## config.mk

```make
export PLATFORM = sky130hd
export DESIGN_NAME = bfloat_max_tracker
export DESIGN_NICKNAME = d
export VERILOG_FILES = /design/src/rtl/bfloat_max_tracker.sv
export SDC_FILE = /design/constraint.sdc
export NUM_CORES = 1
export LEC_CHECK = 0
export ABC_AREA = 1
export CORE_ASPECT_RATIO = 0.9
export CORE_MARGIN = 2
export CORE_UTILIZATION = 46
export CTS_CLUSTER_DIAMETER = 30
export CTS_CLUSTER_SIZE = 16
export DETAILED_ROUTE_END_ITERATION = 7
export PLACE_DENSITY = 0.76
export SLEW_MARGIN = 20
export SYNTH_ARGS = -nofsm -noshare
export SYNTH_HDL_FRONTEND = slang
export SYNTH_SLANG_ARGS = --single-unit
```

## constraint.sdc

```tcl
create_clock -name clk -period 1.84 [get_ports clk]
set_clock_uncertainty 0.2 [all_clocks]
set_input_delay 0.368 -clock clk [delete_from_list [all_inputs] [get_ports clk]]
set_output_delay 0.368 -clock clk [all_outputs]
set_load 0.05 [all_outputs]
```

## src/rtl/bfloat_max_tracker.sv

```systemverilog
// Streaming bfloat16 max/argmax reduction with valid/ready handshakes on both sides.
// Optional NaN detection and canonicalisation is enabled by defining BF_MAX_NAN_EN.
module bfloat_max_tracker #(
  parameter int unsigned IDX_W = 8
) (
  input  logic             clk,
  input  logic             rst_n,
  input  logic             in_valid,
  output logic             in_ready,
  input  logic [15:0]      in_data,
  input  logic             in_last,
  output logic             out_valid,
  input  logic             out_ready,
  output logic [15:0]      out_max,
  output logic [IDX_W-1:0] out_idx,
  output logic [IDX_W:0]   out_cnt,
  output logic             out_ovf,
  output logic             out_nan
);

  typedef enum logic [1:0] {StIdle, StRun, StHold} state_e;

  localparam logic [IDX_W:0] CntMax = {1'b1, {IDX_W{1'b0}}};

  // Sign-magnitude ordering code: 00 equal, 01 a>b, 10 a<b.
  function automatic logic [1:0] bf_cmp(input logic [15:0] a, input logic [15:0] b);
    logic [1:0] code;
    if (a[14:0] == 15'd0 && b[14:0] == 15'd0) begin
      code = 2'b00;
    end else if (a[15] != b[15]) begin
      code = a[15] ? 2'b10 : 2'b01;
    end else if (a[14:0] == b[14:0]) begin
      code = 2'b00;
    end else if (!a[15]) begin
      code = (a[14:0] > b[14:0]) ? 2'b01 : 2'b10;
    end else begin
      code = (a[14:0] < b[14:0]) ? 2'b01 : 2'b10;
    end
    return code;
  endfunction

  state_e           state_q, state_d;
  logic             in_ready_q, in_ready_d;
  logic [15:0]      max_q, max_d;
  logic [IDX_W-1:0] idx_q, idx_d;
  logic [IDX_W-1:0] nidx_q, nidx_d;
  logic [IDX_W:0]   cnt_q, cnt_d;
  logic             ovf_q, ovf_d;
  logic             accept;
  logic [1:0]       code;

`ifdef BF_MAX_NAN_EN
  logic nan_q, nan_d;
  logic in_nan;
  assign in_nan = (in_data[14:7] == 8'hFF) && (in_data[6:0] != 7'd0);
`endif

  assign accept = in_valid && in_ready_q;
  assign code   = bf_cmp(in_data, max_q);

  always_comb begin
    state_d    = state_q;
    in_ready_d = in_ready_q;
    max_d      = max_q;
    idx_d      = idx_q;
    nidx_d     = nidx_q;
    cnt_d      = cnt_q;
    ovf_d      = ovf_q;
`ifdef BF_MAX_NAN_EN
    nan_d      = nan_q;
`endif
    unique case (state_q)
      StIdle: begin
        in_ready_d = 1'b1;
        if (accept) begin
          max_d  = in_data;
          idx_d  = '0;
          cnt_d  = (IDX_W+1)'(1);
          nidx_d = IDX_W'(1);
          ovf_d  = 1'b0;
`ifdef BF_MAX_NAN_EN
          nan_d  = 1'b0;
          if (in_nan) begin
            max_d = 16'h7FC0;
            nan_d = 1'b1;
          end
`endif
          if (in_last) begin
            state_d    = StHold;
            in_ready_d = 1'b0;
          end else begin
            state_d = StRun;
          end
        end
      end
      StRun: begin
        in_ready_d = 1'b1;
        if (accept) begin
`ifdef BF_MAX_NAN_EN
          // Once a NaN has been captured it owns the result for the rest of the vector.
          if (!nan_q) begin
            if (in_nan) begin
              max_d = 16'h7FC0;
              idx_d = nidx_q;
              nan_d = 1'b1;
            end else if (code == 2'b01) begin
              max_d = in_data;
              idx_d = nidx_q;
            end
          end
`else
          if (code == 2'b01) begin
            max_d = in_data;
            idx_d = nidx_q;
          end
`endif
          if (cnt_q == CntMax) begin
            ovf_d = 1'b1;
          end else begin
            cnt_d = cnt_q + (IDX_W+1)'(1);
          end
          nidx_d = nidx_q + IDX_W'(1);
          if (in_last) begin
            state_d    = StHold;
            in_ready_d = 1'b0;
          end
        end
      end
      StHold: begin
        in_ready_d = 1'b0;
        if (out_ready) begin
          state_d    = StIdle;
          in_ready_d = 1'b1;
          ovf_d      = 1'b0;
`ifdef BF_MAX_NAN_EN
          nan_d      = 1'b0;
`endif
        end
      end
      default: begin
        state_d    = StIdle;
        in_ready_d = 1'b0;
      end
    endcase
  end

  always_ff @(posedge clk) begin
    if (!rst_n) begin
      state_q    <= StIdle;
      in_ready_q <= 1'b0;
      max_q      <= 16'h0000;
      idx_q      <= '0;
      nidx_q     <= '0;
      cnt_q      <= '0;
      ovf_q      <= 1'b0;
`ifdef BF_MAX_NAN_EN
      nan_q      <= 1'b0;
`endif
    end else begin
      state_q    <= state_d;
      in_ready_q <= in_ready_d;
      max_q      <= max_d;
      idx_q      <= idx_d;
      nidx_q     <= nidx_d;
      cnt_q      <= cnt_d;
      ovf_q      <= ovf_d;
`ifdef BF_MAX_NAN_EN
      nan_q      <= nan_d;
`endif
    end
  end

  assign in_ready  = in_ready_q;
  assign out_valid = (state_q == StHold);
  assign out_max   = max_q;
  assign out_idx   = idx_q;
  assign out_cnt   = cnt_q;
  assign out_ovf   = ovf_q;
`ifdef BF_MAX_NAN_EN
  assign out_nan   = nan_q;
`else
  assign out_nan   = 1'b0;
`endif

endmodule

```

Word level (Yosys, flattened, before mapping) --
Index checks and enable logic that the tools add are counted.
Operators by class: add/sub/neg operators 2, $lt $le $gt $ge 2, eq/ne operators 13, mux-type cells 37, reduce and logical (&&, ||, !) cells 13
Operator list (count):
- 16-bit two-way mux | 3
- 8-bit two-way mux | 5
- 16-bit one-hot mux with 2 select lines | 1
- 8-bit one-hot mux with 2 select lines | 2
- 15-bit logical NOT | 2
- 9-bit two-way mux | 3
- 2-bit two-way mux | 12
- 9-bit one-hot mux with 2 select lines | 1
- 15-bit equality test | 1
- 15-bit greater-than comparator | 1
- 15-bit less-than comparator | 1
- 2-bit inequality test, second input constant | 6
- 4-bit AND reduction | 3
- 9-bit by 1-bit adder with 9-bit output, second input constant | 1
- 9-bit equality test, second input constant | 1
- 8-bit by 1-bit adder with 8-bit output, second input constant | 1
- 1-bit two-way mux | 7
- 2-bit one-hot mux with 3 select lines | 1
- 5-bit AND reduction | 1
- 2-bit by 1-bit equality test with 1-bit output, second input constant | 2
- 1-bit one-hot mux with 3 select lines | 1
- 3-bit AND reduction | 1
- 3-bit nonzero test | 1
- 2-bit equality test, second input constant | 1
- 7 further kinds | 8
Word-level totals: flip-flop bits (word level) 45, bits of input ports 21, output and inout port bits 37, word-level logic and storage cells 74

Longest topological paths before layout --
Gate-level depths: netlist (run 1).
depth after elaboration 10, mapped depth 15, gate-level depth less buffers 14

Least setup slack after synthesis (run 1) --
No wires, ideal clock.
kind register -> register, start register max_q[14] (netlist: out_max[14]), end register max_q[0] (netlist: out_max[0]), library setup time 115 ps, arrival 2007 ps, data required time 1525 ps, slack -482 ps, stages on the path, launching flop included 14, path buffers 1, clock period less this slack 2322 ps, cell sequence dfxtp_1 > inv_1 > ha_1 > nand2_2 > inv_2 > nand2_1 > nand2_1 > a21oi_2 > nand2_2 > nand2_2 > nand3_4 > buf_6 > a21oi_1 > nor2_1
On the way: longest elaborated chain between the ends 9, elaborated cells on any way between the ends 14, those cells by class order compare: 2; eq/ne: 3; mux: 6; reduce/logical: 3
Ends and longest elaborated chain:
- start: declaration | RTL line 44 | logic [15:0] max_q, max_d;
- start signal: assignment | RTL line 162 | max_q <= max_d;
- 15-bit greater-than comparator / 15-bit less-than comparator (equally long branches) | RTL line 35, 37
- 2-bit two-way mux, on equally long branches | RTL line 35, 37
- 2-bit two-way mux | RTL line 34 | end else if (!a[15]) begin
- 2-bit two-way mux | RTL line 32 | end else if (a[14:0] == b[14:0]) begin
- 2-bit two-way mux | RTL line 30 | end else if (a[15] != b[15]) begin
- 2-bit two-way mux (*) | RTL line 28 | if (a[14:0] == 15'd0 && b[14:0] == 15'd0) begin
- 2-bit by 1-bit equality test with 1-bit output (*) | RTL line 112 | if (code == 2'b01) begin
- 2-bit inequality test (no source line) (*)
- 4-bit AND reduction (no source line) (*)
Mark *: on every way between the ends. The rest lies on a longest branch, timed or not. A chain may end at the register's enable or synchronous reset.

Worst setup path in the final report (run 1) --
start register max_q[10] (netlist: out_max[10]), end register idx_q[1] (netlist: out_idx[1])
On the way: longest elaborated chain between the ends 9, elaborated cells on any way between the ends 14, those cells by class order compare: 2; eq/ne: 3; mux: 6; reduce/logical: 3
Ends and longest elaborated chain:
- 15-bit greater-than comparator / 15-bit less-than comparator (equally long branches) | RTL line 35, 37
- 2-bit two-way mux, on equally long branches | RTL line 35, 37
- 2-bit two-way mux | RTL line 34
- 2-bit two-way mux | RTL line 32
- 2-bit two-way mux | RTL line 30
- 2-bit two-way mux (*) | RTL line 28
- 2-bit by 1-bit equality test with 1-bit output (*) | RTL line 112
- 2-bit inequality test (no source line) (*)
- 4-bit AND reduction (no source line) (*)
- end signal: assignment | RTL line 163 | idx_q <= idx_d;
- end: declaration | RTL line 45 | logic [IDX_W-1:0] idx_q, idx_d;
Marked as above.

==> summary.md, run 1 <==
| Metric | Value |
|---|---|
| Num ports | 58 |
| Final RePlAce weighted congestion | 0.898 |
| Site row count | 26 |
| Multiplexer share of the synthesized area | 0 |
| Root Buffer | clkbuf_8 |
| Initial Utilization | 0.476 |
| Adder-cell share of the synthesized area | 0.0831 |
| Fraction of the cycle the final worst path needs | 1.27 |
| TritonCTS clock tree | done |
| WHS | between 0.2 and 0.3 ns |
| Synth Area in XOR/XNOR | 0.00970 |
| Vias | 3269 |
| Arrival @ worst endpoint | 2.38 ns |
| Worst reg-to-reg path cell count | 12 |
| Max Cap Viol | 0 |
| Most common cell after layout, fill and taps aside | buf_4 |
| First DRT Iteration DRCs | 255 |
| Initial antenna violation count | 0 |
| Grt total ovfl | 0 |
| Pwr Total | 3.24 mW |
| Port Buf Inserts | 56 |
| Startpoint types | register |
| DR WL/cell | ~17 microns |
| Crit-path cells | inv_4, ha_4, nand2_4, nor2_2, nand2_1, nor3b_1, nor2_1, nand3_4, buf_6, buf_16, nand3_2, a21oi_2 |
| Post-route minimum period | 2.34 ns |
| Post-route setup TNS | -10.87 ns |
| Simple-gate area share of the yosys netlist | 0.355 |
| CTS Sinks | 45 |
| Crit-path max FO | 9 |
| Hold EP | out_idx[4]$_SDFFE_PN0P_ |
| DR pass1 iterations | 5 |
| Status | finished with violations |
| Fraction of layout cells with a size suffix above 1 | 0.513 |
| Sequential power share | 0.337 |
| Hold-fix buffers, CTS | 0 |
| RR Endpoint | out_idx[1]$_SDFFE_PN0P_ |
| Critical path's slowest cell | dfxtp_4 |
| Vias/cell | between 5 and 6 |
| Peak Freq | ~0.43 GHz |
| Synthesized instance count | approximately 390 |
| Post-Route WL | 10100 microns |
| DRC Markers | 0 |
| Mapped Area | 2710 sq um |
| Clk Latency, worst-skew pair | between 0.3 and 0.4 ns |
| Crit path max-delay family | simple AND/OR/NAND/NOR gates |
| Switching share of power | 0.366 |
| FF-to-FF setup slack | -0.50 ns |
| Clk buf depth | 2 |
| Core area | 5690 sq um |
| CTS Buf Count | 5 |
| Failing checks | setup timing |
| Pleak | 2.10 nW |
| Pwr Density | 673 nW/um^2 |
| Synth cell types | 33 |
| Die H | 76.8 microns |
| Placement Setup Slack | -0.741 ns |
| Commonest cells after routing, fill and taps aside | buf_4, nand2_1, nor2_1 |
| Syn_area_per_cell | roughly 7 sq um |
| Hold WC Path Type | register to register |
| Hold path startpoint | nidx_q[4]$_SDFFE_PN0P_ |
| Die width | 84.9 microns |
| Reg-to-Reg Start | out_max[10]$_SDFFE_PN0P_ |
| Antenna Nets Post-Route | 0 |
| Number of global-route vias before repair | 3266 |
| GRT Overall Usage | 0.293 |
| CP Buf/Inv Count | 3 |
| Req. time, crit path | approximately 1.9 ns |
| Pin count of the biggest net entering global routing | 31 |
| Seq/Total Area, Yosys | 0.332 |
| Synthesized flop and latch total | between 40 and 50 |
| Largest family of logic cells by synthesized area | simple AND/OR/NAND/NOR gates |
| Comb pwr share | 0.408 |
| Hold Path Depth | 2 |
| Final Hold Viols | 0 |
| Setup violations, final | 24 |
| Die ar. | 6520 sq um |
| P_int | 2.05 mW |
| Worst vdd ir | 598 uV |
| Final worst setup slack | -0.503 ns |
| Compound-Gate Fraction of Synth Area | 0.118 |
| Area grow syn2layout | 77.4% |
| Switch Pwr | 1.18 mW |
| Clk pin slew, worst setup/hold paths | 0.10 ns |
| Filler cells | 293 |
| Ys Warns | 0 |
| Finished Cell Area | between 4000 and 5000 sq um |
| First-pass GRT wire length | around 15000 microns |
| RSZ-0062 raised after global routing | yes |
| Max Slew Vio Count | 0 |
| Setup CP Type | register to register |
| Antenna Cells | 0 |
| Final HPWL DP | around 5600 microns |
| Crit. End Element | register |
| CP peak stage delay | 0.37 ns |
| Clock Power Share | 0.255 |
| Final nets | ~560 |
| Placed Area | 4190 sq um |
| H-tree depth | 2 |
| Post-Syn Nets | 427 |
-- Yosys cell counts (all sizes together) --
| cell | n | area, sq um |
|---|---|---|
| nand2 | 79 | 309 |
| nor2 | 63 | 259 |
| inv | 46 | 173 |
| dfxtp | 45 | 901 |
| a21oi | 41 | 228 |
| nand3 | 41 | 263 |
| ha | 18 | 225 |
| buf | 13 | 96.3 |
| nor3 | 12 | 65.1 |
| o21ai | 8 | 40.0 |
| nand4 | 4 | 25.0 |
| nor3b | 3 | 22.5 |
| xor2 | 3 | 26.3 |
| a211oi | 2 | 15.0 |
| a31oi | 2 | 12.5 |
| o21a | 2 | 15.0 |
| and2 | 1 | 6.26 |
| clkbuf | 1 | 3.75 |
| conb | 1 | 3.75 |
| nor4 | 1 | 6.26 |
| o31a | 1 | 8.76 |
| or2 | 1 | 6.26 |
-- power groups by stage --
stage / Clock (mW) / Combinational (mW) / Sequential, mW
floorplan: 0 / 0.476 / 1.27
global placement: 0 / 1.04 / 1.10
detailed placement: 0 / 1.06 / 1.10
CTS: 0.827 / 1.19 / 1.08
global route: 0.858 / 1.41 / 1.10
finish: 0.825 / 1.32 / 1.09
-- tightest hold or removal path: stages (launching register included) --
cell	delay (ns)
dfxtp_1	0.33
nand3_2	0.06
a21oi_1	0.05
-- flip-flops by register name, summed over array words and instances, names as in the netlist --
name / cells
state_q: 2
out_cnt: 9
in_ready: 1
out_max: 16
out_idx: 8
out_ovf: 1
nidx_q: 8
-- what timing repair did --
| item | in CTS | in global routing |
|---|---|---|
| hold endpoints to repair | 0 | 0 |
| resized for setup | 54 | 42 |
| buffers inserted | 10 | 4 |
| endpoints found under the setup margin | 25 | 35 |
| cloned | 4 | 1 |
| pin swaps | 23 | 32 |
-- per-layer routing --
layer / vias to the layer above / track usage / routed length, microns
li1: 1522 / - / -
met1: 1569 / 0.370 / 4170
met2: 144 / 0.502 / 4970
met3: 34 / 0.0527 / 610
met4: 0 / 0.0952 / 378
met5: - / 0 / 0
-- logic make-up (layout without fill, tap and decap cells) --
family / Yosys count / after routing
fa+ha+maj: 18 / 18
flops: 45 / 45
compound gates: 56 / 56
buf+inv: 60 / 191
xor+xnor: 3 / 3
simple gates: 205 / 205
other cells: 1 / 1
-- final cells by class --
class	instances	area [sq um]	share of cell area
inverters	46	193	0.0401
well taps	70	87.6	0.0182
clock buffers	7	119	0.0247
multi-input cells	283	2020	0.420
clock inverters	1	8.76	0.00182
flip-flops and latches	45	963	0.200
repair buffers	137	1420	0.295
-- through the flow --
step	util	cells
floorplan	-	388
global placement	0.736	563
detailed placement	0.736	563
CTS	0.815	585
global route	0.844	589
finish	0.844	589
-- worst max path at each step --
stage,slack [ns],start,end,cells past startpoint
after floorplan,-0.14,out_max[10]$_SDFFE_PN0P_,out_idx[1]$_SDFFE_PN0P_,12
after global placement,-0.65,in_data[13],out_idx[0]$_SDFFE_PN0P_,13
after detailed placement,-0.74,in_data[5],out_max[15]$_SDFFE_PN0P_,14
after CTS,-0.26,out_max[4]$_SDFFE_PN0P_,out_idx[4]$_SDFFE_PN0P_,14
after global routing,-0.53,out_max[10]$_SDFFE_PN0P_,out_idx[1]$_SDFFE_PN0P_,12
final,-0.50,out_max[10]$_SDFFE_PN0P_,out_idx[1]$_SDFFE_PN0P_,12
(Power assumes the default switching activity.)
==> inputs of run 2 (changes only) <==
- SLEW_MARGIN: 20 -> not set
- clock period: 1.84 -> 1.9 ns (I/O delays scaled with it)
==> run 2 against run 1 <==
  * The run still ends with setup timing left
  * First-iteration DRC count is 38% lower
  * Sequential cell count unchanged
  * Power fell by 12%
  * Clock power down 25%
  * Die area did not move
  * Worst setup slack better by 0.35 ns
  * Via count is 7.5% lower
  * Worst hold slack got worse by 0.0095 ns
  * Critical path depth grew 2
  * Largest cell class unchanged
  * Largest power group unchanged
==> summary.md, run 2 (synthesis gave the netlist of run 1 again) <==
| Metric | Value |
|---|---|
| Status | finished with violations |
| Failing checks | setup timing |
| GRT Overall Usage | 0.231 |
| Final nets | 548 |
| Antenna Cells | 0 |
| Num ports | 58 |
| Hold path startpoint | out_idx[0]$_SDFFE_PN0P_ |
| Hold EP | out_idx[0]$_SDFFE_PN0P_ |
| Site row count | 26 |
| Port Buf Inserts | 56 |
| Req. time, crit path | just under 2 ns |
| DR pass1 iterations | 4 |
| Reg-to-Reg Start | out_max[12]$_SDFFE_PN0P_ |
| WHS | approximately 0.28 ns |
| Hold WC Path Type | register to register |
| Critical path's slowest cell | dfxtp_4 |
| Grt total ovfl | 0 |
| Max Slew Vio Count | 0 |
| Startpoint types | register |
| Number of global-route vias before repair | 2846 |
| Filler cells | 368 |
| First-pass GRT wire length | about 12000 microns |
| Area grow syn2layout | 65.2% |
| Initial antenna violation count | 0 |
| Top sig layer | met4 |
| Vias | 3024 |
| Clk pin slew, worst setup/hold paths | 0.09 ns |
| Post-layout util | 0.786 |
| Arrival @ worst endpoint | ~2.1 ns |
| CP startpoint | out_max[12]$_SDFFE_PN0P_ |
| Max Cap Viol | 0 |
| Antenna Nets Post-Route | 0 |
| RR Endpoint | out_max[8]$_SDFFE_PN0P_ |
| Core area | between 5000 and 6000 sq um |
| Most common cell after layout, fill and taps aside | buf_4 |
| Worst reg-to-reg path cell count | 14 |
| Worst vdd ir | ~510 uV |
| Hold-fix buffers, CTS | 0 |
| CP peak stage delay | 0.37 ns |
| Crit. End Element | register |
| Met3 WL | 329 microns |
| Fraction of layout cells with a size suffix above 1 | 0.494 |
| Pin count of the biggest net entering global routing | 41 |
| Pwr Density | 633 nW/um^2 |
| CTS Sinks | 45 |
| Crit-path cells | inv_4, ha_4, nand2_2, nand2_1, nand2_1, nand2_2, a21oi_4, nand2_4, nand2_4, nand3_4, buf_12, nand3_1, nand2_1, nor2_1 |
| Clk Latency, worst-skew pair | 0.31 ns |
| Layout Cells excl Fill | 580 |
| RSZ-0062 raised after global routing | yes |
| Root Buffer | clkbuf_8 |
| Max reg flops | 16 |
| WL met2 | approximately 4000 microns |
| Pleak | roughly 2 nW |
| Post-route setup TNS | -2.83 ns |
| TritonCTS clock tree | done |
| Final HPWL DP | 5440 microns |
| Placed Instances | 564 |
| First DRT Iteration DRCs | 157 |
| Met1 WL | 3350 microns |
| Initial Utilization | 0.476 |
| Crit-path max FO | 12 |
| Clk buf depth | 2 |
| Post-route minimum period | about 2 ns |
| Fraction of the cycle the final worst path needs | 1.08 |
| Vias/cell | roughly 5.2 |
| Setup violations, final | 24 |
| Final worst setup slack | -0.154 ns |
| DRC Markers | 0 |
| Die H | 76.8 microns |
| FF-to-FF setup slack | -0.15 ns |
| Setup CP Type | register to register |
| H-tree depth | 2 |
| Peak Freq | just under 0.5 GHz |
| Final RePlAce weighted congestion | 0.842 |
| Die width | 84.9 microns |
| DR WL/cell | 13.5 microns |
| Commonest cells after routing, fill and taps aside | buf_4, nand2_1, nor2_1 |
| Top cell by count, worst path | nand2_1 |
| Post-Route WL | 7850 microns |
| Die ar. | 6520 sq um |
| Final Hold Viols | 0 |
| CTS Buf Count | 5 |
| Hold Path Depth | 2 |
==> run 2: how the worst max path moves through the flow <==
stage                               endpoint  slack (ns)
detailed placement   out_idx[0]$_SDFFE_PN0P_       -0.68
floorplan            out_max[0]$_SDFFE_PN0P_       -0.09
global route        out_max[15]$_SDFFE_PN0P_       -0.24
global placement     out_idx[0]$_SDFFE_PN0P_       -0.62
CTS                  out_idx[7]$_SDFFE_PN0P_       -0.15
finish               out_max[8]$_SDFFE_PN0P_       -0.15
==> run 2: power breakdown <==
part / switching (mW) / total, mW / internal (mW) / leakage, nW
logic: 0.653 / 1.17 / 0.514 / 1.53
registers: 0.0452 / 1.05 / 1.00 / 0.377
clock network: 0.354 / 0.618 / 0.263 / 0.0457
==> run 2: worst max-delay path, delay by kind of cell (launching register included) <==
kind	cells	cell delay [ns]
flip-flops	1	0.37
AND/OR/NAND/NOR	10	0.81
adder cells (fa/ha/maj)	1	0.22
buffers and inverters	2	0.24
AO/OA/AOI/OAI	1	0.16
==> run 2: stage by stage <==
step                power, mW  setup slack, ns  instance area, sq um
finish                   2.83           -0.154                  4480
CTS                      2.78           -0.149                  4290
floorplan                1.69          -0.0897                  3000
global placement         2.05           -0.616                  4060
detailed placement       2.08           -0.684                  4060
global route             2.98           -0.242                  4480
==> run 2: layout make-up <==
cell class                 count  area (sq um)  area share
sequential                    45           958       0.214
clock inverter                 2          15.0     0.00335
timing repair buffer         128          1160       0.258
clock buffer                   6          72.6      0.0162
tap                           70          87.6      0.0196
inverter                      46           190      0.0425
multi-input combinational    283          2000       0.446
==> run 2: what timing repair did <==
action / 4_1_cts / 5_1_grt
hold endpoints to repair: 0 / 0
resized for setup: 41 / 40
endpoints found under the setup margin: 24 / 33
pin swaps: 24 / 24
gates cloned: 1 / 0
setup buffers: 4 / 3
==> run 2: metal layers <==
| metal | track usage | vias to the layer above |
|---|---|---|
| li1 | - | 1504 |
| met2 | 0.398 | 73 |
| met5 | 0 | - |
| met1 | 0.285 | 1432 |
| met3 | 0.0527 | 15 |
| met4 | 0.0714 | 0 |
==> inputs of run 3 (changes only) <==
- TNS_END_PERCENT: not set -> 30
==> run 3 against run 2 <==
  * The run still ends with setup timing left
  * Critical path type unchanged
  * Highest routed layer unchanged
  * Maximum frequency shrank 5.6%
  * Clock-buffer cell count is 1 higher
  * Worst setup slack got worse by 0.12 ns
  * Largest cell class unchanged
  * Critical path depth unchanged
  * Sequential power is essentially flat
  * Die area unchanged
==> summary.md, run 3 (synthesis gave the netlist of run 1 again) <==
| Metric | Value |
|---|---|
| Setup CP Type | register to register |
| Placed Instances | 560 |
| Setup violations, final | 25 |
| Core area | 5690 sq um |
| WHS | 0.291 ns |
| Clk pin slew, worst setup/hold paths | 0.08 ns |
| CP peak stage delay | 0.35 ns |
| Most common cell after layout, fill and taps aside | buf_4 |
| Worst vdd ir | 508 uV |
| Placement Setup Slack | -0.669 ns |
| Hold Path Depth | 2 |
| FF-to-FF setup slack | -0.28 ns |
| Final nets | 546 |
| Num ports | between 50 and 60 |
| Post-Route WL | 8850 microns |
| Post-route setup TNS | -5.52 ns |
| Root Buffer | clkbuf_8 |
| Final Hold Viols | 0 |
| Die ar. | 6520 sq um |
| Fraction of the cycle the final worst path needs | 1.14 |
| Max Cap Viol | 0 |
| Placed Area | between 4000 and 5000 sq um |
| Die H | 76.8 microns |
| CTS Sinks | 45 |
| Worst reg-to-reg path cell count | 14 |
| Final RePlAce weighted congestion | between 0.8 and 0.9 |
| Filler cells | 383 |
| Fraction of layout cells with a size suffix above 1 | 0.478 |
| Req. time, crit path | 1.90 ns |
| DR WL/cell | 15.3 microns |
| Crit. End Element | register |
| Crit path max-delay family | simple AND/OR/NAND/NOR gates |
| Grt total ovfl | 0 |
| Reg-to-Reg Start | out_max[7]$_SDFFE_PN0P_ |
| Status | finished with violations |
| Finished Cell Area | ~4500 sq um |
| CTS Buf Count | 5 |
| Hold EP | out_idx[6]$_SDFFE_PN0P_ |
| Antenna Nets Post-Route | 0 |
| Hold path startpoint | out_idx[6]$_SDFFE_PN0P_ |
| Vias/cell | about 5.3 |
| TritonCTS clock tree | done |
| Site row count | 26 |
| Critical path's slowest cell | dfxtp_4 |
| First DRT Iteration DRCs | between 100 and 150 |
| Hold WC Path Type | register to register |
| Max reg flops | 16 |
| Initial Utilization | 0.476 |
| Final HPWL DP | 5490 microns |
| Antenna Cells | 0 |
| Number of global-route vias before repair | 2936 |
| H-tree depth | 2 |
| Die width | 84.9 microns |
| First-pass GRT wire length | 13100 microns |
| RR Endpoint | out_max[5]$_SDFFE_PN0P_ |
| Peak Freq | 0.460 GHz |
| Multi-input combinational cell area | 1990 sq um |
| Vias | 3041 |
| Final worst setup slack | -0.275 ns |
| GRT Overall Usage | 0.244 |
| Clk buf depth | 2 |
| RSZ-0062 raised after global routing | yes |
| Area grow syn2layout | 67.0% |
| Crit-path max FO | 8 |
| Initial antenna violation count | 0 |
| Max Slew Vio Count | 0 |
| DR pass1 iterations | 5 |
| Commonest cells after routing, fill and taps aside | buf_4, nand2_1, nor2_1 |
| Startpoint types | register |
| Clk Latency, worst-skew pair | between 0.3 and 0.4 ns |
| Layout Cells excl Fill | between 500 and 600 |
| DRC Markers | 0 |
| Flip-flop and latch area | 957 sq um |
| Arrival @ worst endpoint | 2.17 ns |
| Failing checks | setup timing |
| Post-route minimum period | 2.18 ns |
| CP Buf/Inv Count | 3 |
| Pin count of the biggest net entering global routing | 27 |
| Pwr Density | 639 nW/um^2 |
| Crit-path cells | inv_1, ha_4, nand2_1, nor2_2, and2_4, nand2_2, nand2_2, nand2_4, nand3_4, buf_12, buf_12, nand3_4, nand2_4, nor2_2 |
| Pleak | 2.00 nW |
| Port Buf Inserts | 56 |
[run 3: cell types whose count changed in the layout (fill, tap and decap cells not counted), moves of 4 or more]
cell	delta
buf_4	-8
nand3_1	-8
nand2_2	-4
nand3_4	+5
nor2_4	-4
nand2_1	+5
[run 3: metal layers]
layer | global-route usage | part of all wire | vias up
met5 | 0 | 0 | -
met2 | 0.421 | 0.51 | 94
li1 | - | - | 1498
met1 | 0.305 | 0.41 | 1425
met3 | 0.0377 | 0.054 | 24
met4 | 0.0937 | 0.027 | 0
[run 3: worst max-delay path by stage]
| stage | startpoint | end | depth (start not counted) |
|---|---|---|---|
| finish | out_max[7]$_SDFFE_PN0P_ | out_max[5]$_SDFFE_PN0P_ | 14 |
| global route | out_max[12]$_SDFFE_PN0P_ | out_max[3]$_SDFFE_PN0P_ | 15 |
| CTS | out_max[10]$_SDFFE_PN0P_ | out_idx[2]$_SDFFE_PN0P_ | 14 |
| floorplan | out_max[14]$_SDFFE_PN0P_ | out_idx[0]$_SDFFE_PN0P_ | 12 |
| detailed placement | in_data[10] | out_idx[3]$_SDFFE_PN0P_ | 13 |
| global placement | in_data[13] | out_idx[6]$_SDFFE_PN0P_ | 13 |
[run 3: through the flow]
stage / util / total power, mW
final: 0.795 / 2.89
after global routing: 0.795 / 3.04
after CTS: 0.750 / 2.77
after detailed placement: 0.708 / 2.07
after global placement: 0.708 / 2.05
after floorplan: - / 1.68
[run 3: power breakdown]
part / internal (mW) / switching (mW) / leakage, nW
clock: 0.297 / 0.341 / 0.0488
combinational: 0.533 / 0.674 / 1.57
sequential: 1.00 / 0.0457 / 0.377
[run 3: repair_timing]
action	CTS	global route
setup endpoints to repair	25	36
gates cloned	2	1
hold buffers	0	0
pin swaps	14	25
setup buffers	4	3
gates resized for setup	35	45
endpoints found under the hold margin	0	0
[run 3: layout make-up]
class / instances / area share
repair buffers: 126 / 0.267
inverters: 46 / 0.0409
clock buffers: 7 / 0.0191
multi-input cells: 283 / 0.441
well taps: 70 / 0.0194
clock inverters: 1 / 0.00138
flip-flops and latches: 45 / 0.212
[run 3: worst register-to-register path, delay by kind of cell (launching register included)]
family / cells / cell delay [ns]
fa+ha+maj: 1 / 0.28
simple gates: 10 / 0.87
buf+inv: 3 / 0.37
flops: 1 / 0.35
==> edit 1, RTL diff (config.mk and constraints of run 2) <==
Add a define of `BF_MAX_NAN_EN`.
--- a/src/rtl/bfloat_max_tracker.sv
+++ b/src/rtl/bfloat_max_tracker.sv
@@ -1,5 +1,7 @@
 // Streaming bfloat16 max/argmax reduction with valid/ready handshakes on both sides.
 // Optional NaN detection and canonicalisation is enabled by defining BF_MAX_NAN_EN.
+`define BF_MAX_NAN_EN
+
 module bfloat_max_tracker #(
   parameter int unsigned IDX_W = 8
 ) (
Behaviour: not the same (Yosys sat finds a counterexample within 4 cycles, from zero or initial values and one cycle with rst_n low).
==> edit 1 against run 2 <==
The flow still finishes with violations (setup timing); wire length up 22%; maximum frequency fell by 12%; synthesized cell count is 3.9% higher; sequential share of layout area fell by 0.13 points; worst hold slack improved by 0.0059 ns; largest cell class unchanged; cell area up 3.6%; worst setup slack got worse by 0.29 ns; critical path type unchanged; area after synthesis up 1.5%; first-iteration DRC count up 34%; sequential cell count rose by 1.
Power is not compared: it rests on default switching activity, and its combinational part moved more than twofold at a synthesized area within 25%.
==> edit 1: results (changes against run 2) <==
Status - complete, but fails checks
Violated checks - setup timing
Synth Area in Adders - 0.100 (+0.0170)
# nets final - 587 (+7.1%)
Fill cell count - 356 (-3.3%)
First-pass GRT wire length - 14.5 mm (+17%)
Met3 Wirelength - 558 microns (+70%)
Resized cells post-CTS - 53 (+29%)
Share of cells above drive strength 1 - 0.481 (-0.0134)
Worst setup margin - -0.440 ns (-0.286 ns)
Flop2flop setup slack - -0.44 ns (-0.29 ns)
# setup viols final - 27 (+13%)
Worst hold stages - 4 (+2)
Post-DP HPWL - 5.76 mm (+5.9%)
Synth top cells by count - nand2_1, nor2_1, inv_1
Worst-case reg-to-reg path depth - 16 (+2)
Post-Route WL - 9.56 mm (+22%)
Sequential share of the synthesized area - 0.335 (+0.00244)
Cells after synthesis - 403 (+3.9%)
Distinct cells, synth - 35 (+6.1%)
Place WS - -0.859 ns (-0.174 ns)
Vias in the first global route - 3158 (+11%)
Iter 0 DRT Violations - 211 (+34%)
WL met1 - 3.64 mm (+8.6%)
Data arrival time of the worst path - 2.34 ns (+0.25 ns)
All-Layer GR Usage - 0.272 (+0.0411)
Net Count, Synth - 446 (+4.4%)
Worst hold start - in_data[9]
Max Fanout on Critical Path - 10 (-2)
Type of the most critical hold path - input pin to flip-flop
Routed met2 length - 4.97 mm (+24%)
Post-Synth XOR/XNOR Area - 0.00637 (-0.00333)
[edit 1: changes by cell type in the layout (fill, tap and decap cells not counted), moves of 9 or more]
cell / run 2 / this run
nand2_1: 56 / 75
buf_4: 95 / 109
nand3_2: 18 / 6
nor2_2: 2 / 13
a21oi_2: 27 / 17
a21oi_1: 13 / 22
[edit 1: cells by family (layout without fill, tap and decap cells)]
kind of cell | count (synthesis) | after routing
xor+xnor | 2 | 2
simple gates | 218 | 219
buf+inv | 64 | 205
flops | 46 | 46
compound gates | 51 | 51
fa+ha+maj | 22 | 22
[edit 1: critical path, stage by stage (launching register included)]
cell and delay, ns:
dfxtp_4 0.36, inv_4 0.04, ha_4 0.21, a21oi_2 0.11, nor2_1 0.05, nor3_2 0.18
nand2_1 0.08, nand2_1 0.07, nand2_1 0.05, nand2_1 0.07, nand2_1 0.08, nand2_2 0.11
nand2_4 0.11, buf_12 0.17, buf_16 0.14, a21oi_2 0.14, nor2_2 0.06
[edit 1: report_power, final]
part	switching, mW	internal [mW]	total, mW
Sequential	0.0936	1.11	1.20
Clock	0.354	0.341	0.695
Combinational	1.36	1.06	2.43
Total	1.81	2.51	4.32
[edit 1: area by class of cell]
class	instances	area [sq um]	area share
Sequential cell	46	987	0.213
Multi-Input combinational cell	294	2000	0.431
Timing Repair Buffer	146	1260	0.271
Clock buffer	7	97.6	0.0210
Tap cell	70	87.6	0.0189
Inverter	51	201	0.0434
Clock inverter	1	6.26	0.00135
[edit 1: routing by layer]
metal | vias to the layer above | global-route usage
met4 | 0 | 0.0968
met3 | 43 | 0.0468
met5 | - | 0
li1 | 1579 | -
met2 | 146 | 0.497
met1 | 1543 | 0.317
[edit 1: metrics by stage]
| step | instance area (sq um) | util | total power, mW | TNS [ns] | hold slack, ns |
|---|---|---|---|---|---|
| final | 4640 | 0.810 | 4.32 | -9.06 | 0.285 |
| after global routing | 4640 | 0.810 | 4.54 | -11.82 | 0.288 |
| after CTS | 4380 | 0.766 | 4.04 | -7.24 | 0.298 |
| after detailed placement | 4000 | 0.699 | 3.11 | -24.98 | 0.276 |
| after global placement | 4000 | 0.699 | 3.06 | -22.32 | 0.274 |
| after floorplan | 2900 | - | 2.35 | -5.45 | 0.269 |
[edit 1: worst max-delay path by stage]
stage               depth (start not counted)          to  startpoint  slack (ns)
floorplan                                  17  out_max[3]  out_max[6]       -0.24
global placement                           15  out_max[1]  in_data[8]       -0.78
detailed placement                         15  out_idx[6]  in_data[8]       -0.86
CTS                                        16  out_idx[1]  out_max[8]       -0.34
global route                               18  out_idx[4]  out_max[2]       -0.55
finish                                     16  out_idx[7]  out_max[8]       -0.44
==> edit 2, RTL diff (flow settings as in run 2) <==
Made on the original files. Make the reset (`rst_n`) asynchronous in one clocked block.
--- a/src/rtl/bfloat_max_tracker.sv
+++ b/src/rtl/bfloat_max_tracker.sv
@@ -144,7 +144,7 @@
     endcase
   end
 
-  always_ff @(posedge clk) begin
+  always_ff @(posedge clk or negedge rst_n) begin
     if (!rst_n) begin
       state_q    <= StIdle;
       in_ready_q <= 1'b0;
Behaviour: differs if rst_n is asserted again (counterexample within 4 cycles, from zero or initial values and one cycle with rst_n low); with rst_n held inactive, the same outputs for 10 cycles.
==> edit 2 against run 2 <==
The flow still finishes with violations (setup timing); area after synthesis grew 3.4%; worst hold slack better by 0.030 ns; worst setup slack lost 0.18 ns; wire length increased by 25%; largest cell class unchanged; sequential cell count is the same; cell area up 2.7%.
Power is not compared: it rests on default switching activity, and its combinational part moved more than twofold at a synthesized area within 25%.
==> edit 2: results (changes against run 2) <==
Share of the synthesized area in the top cell type - 0.402 (+0.0696)
Largest net degree at the start of global routing - 46 (+12%)
Sequential share of the synthesized area - 0.402 (+0.0696)
Final hold slack - 0.310 ns (+0.0305 ns)
Max Fanout on Critical Path - 7 (-5)
Num sequential - 45 (unchanged)
Distinct cells, synth - 34 (+3.0%)
# setup viols final - 28 (+17%)
Worst setup margin - -0.338 ns (-0.184 ns)
All-Layer GR Usage - 0.257 (+0.0258)
Drt via density - 5.50 (+5.4%)
Max stage delay cell, worst path - dfrtp_2
Worst r2r src - out_max[8]
Worst-case reg-to-reg path depth - 13 (-1)
Multi-input gates - 261 (-7.8%)
ClkCell Share - 0.0196 (+0.0000225)
Fill cell count - 352 (-4.3%)
Share of cells above drive strength 1 - 0.504 (+0.00993)
Synth top cells by count - nand2_1, dfrtp_1, inv_1
Hold buffers post-CTS - 1 (+1)
Sequential cell area share - 0.249 (+0.0351)
Net Count, Synth - 402 (-5.9%)
Status - complete, but fails checks
Iter 0 DRT Violations - 271 (+73%)
Worst hold stages - 1 (-1)
Gpl congestion - 0.883 (+4.9%)
Hold endpoint - out_ovf
# nets final - 532 (-2.9%)
Post-CTS Setup Bufs - 3 (-1)
First-pass DRT Iterations - 5 (+1)
First-pass GRT wire length - 13.6 mm (+9.7%)
Violated checks - setup timing
Ys async rst share - 1.00 (+1.00)
Vias in the first global route - 2951 (+3.7%)
Reg-to-Reg End - out_idx[0]
==> edit 2: layer usage <==
metal,wire [microns],GRT usage
met5,0,0
met4,378,0.113
met3,691,0.0400
met2,4900,0.436
met1,3820,0.323
==> edit 2: worst max-delay path by stage <==
stage	endpoint	slack [ns]	cells after the start
floorplan	out_idx[4]	-0.21	13
global placement	out_idx[4]	-0.67	11
detailed placement	out_max[2]	-0.75	11
CTS	out_max[15]	-0.17	14
global route	out_max[0]	-0.42	13
finish	out_idx[0]	-0.34	13
==> edit 2: kinds of logic after synthesis <==
logic type	share of synthesized area
AO/OA/AOI/OAI	0.0558
XOR/XNOR	0.0156
adder cells (fa/ha/maj)	0.0804
buffers and inverters	0.0978
flip-flops	0.402
other	0.00134
AND/OR/NAND/NOR	0.347
==> edit 2: power by group through the flow <==
| stage | Sequential, mW | Clock [mW] | Combinational (mW) |
|---|---|---|---|
| 2_1_floorplan | 2.28 | 0 | 1.45 |
| 5_1_grt | 1.51 | 0.678 | 4.79 |
| 4_1_cts | 1.45 | 0.617 | 3.98 |
| 3_5_place_dp | 1.46 | 0 | 3.56 |
| 6_report | 1.49 | 0.623 | 4.57 |
| 3_3_place_gp | 1.45 | 0 | 3.48 |
==> edit 2: metrics by stage <==
stage / setup WS (ns) / instance area (sq um) / std cells / power, mW / util
2_1_floorplan: -0.206 / 2950 / 363 / 3.73 / -
3_3_place_gp: -0.669 / 3970 / 537 / 4.93 / 0.686
3_5_place_dp: -0.746 / 3970 / 537 / 5.02 / 0.686
4_1_cts: -0.166 / 4320 / 554 / 6.04 / 0.747
5_1_grt: -0.420 / 4600 / 564 / 6.98 / 0.794
6_report: -0.338 / 4600 / 564 / 6.68 / 0.794
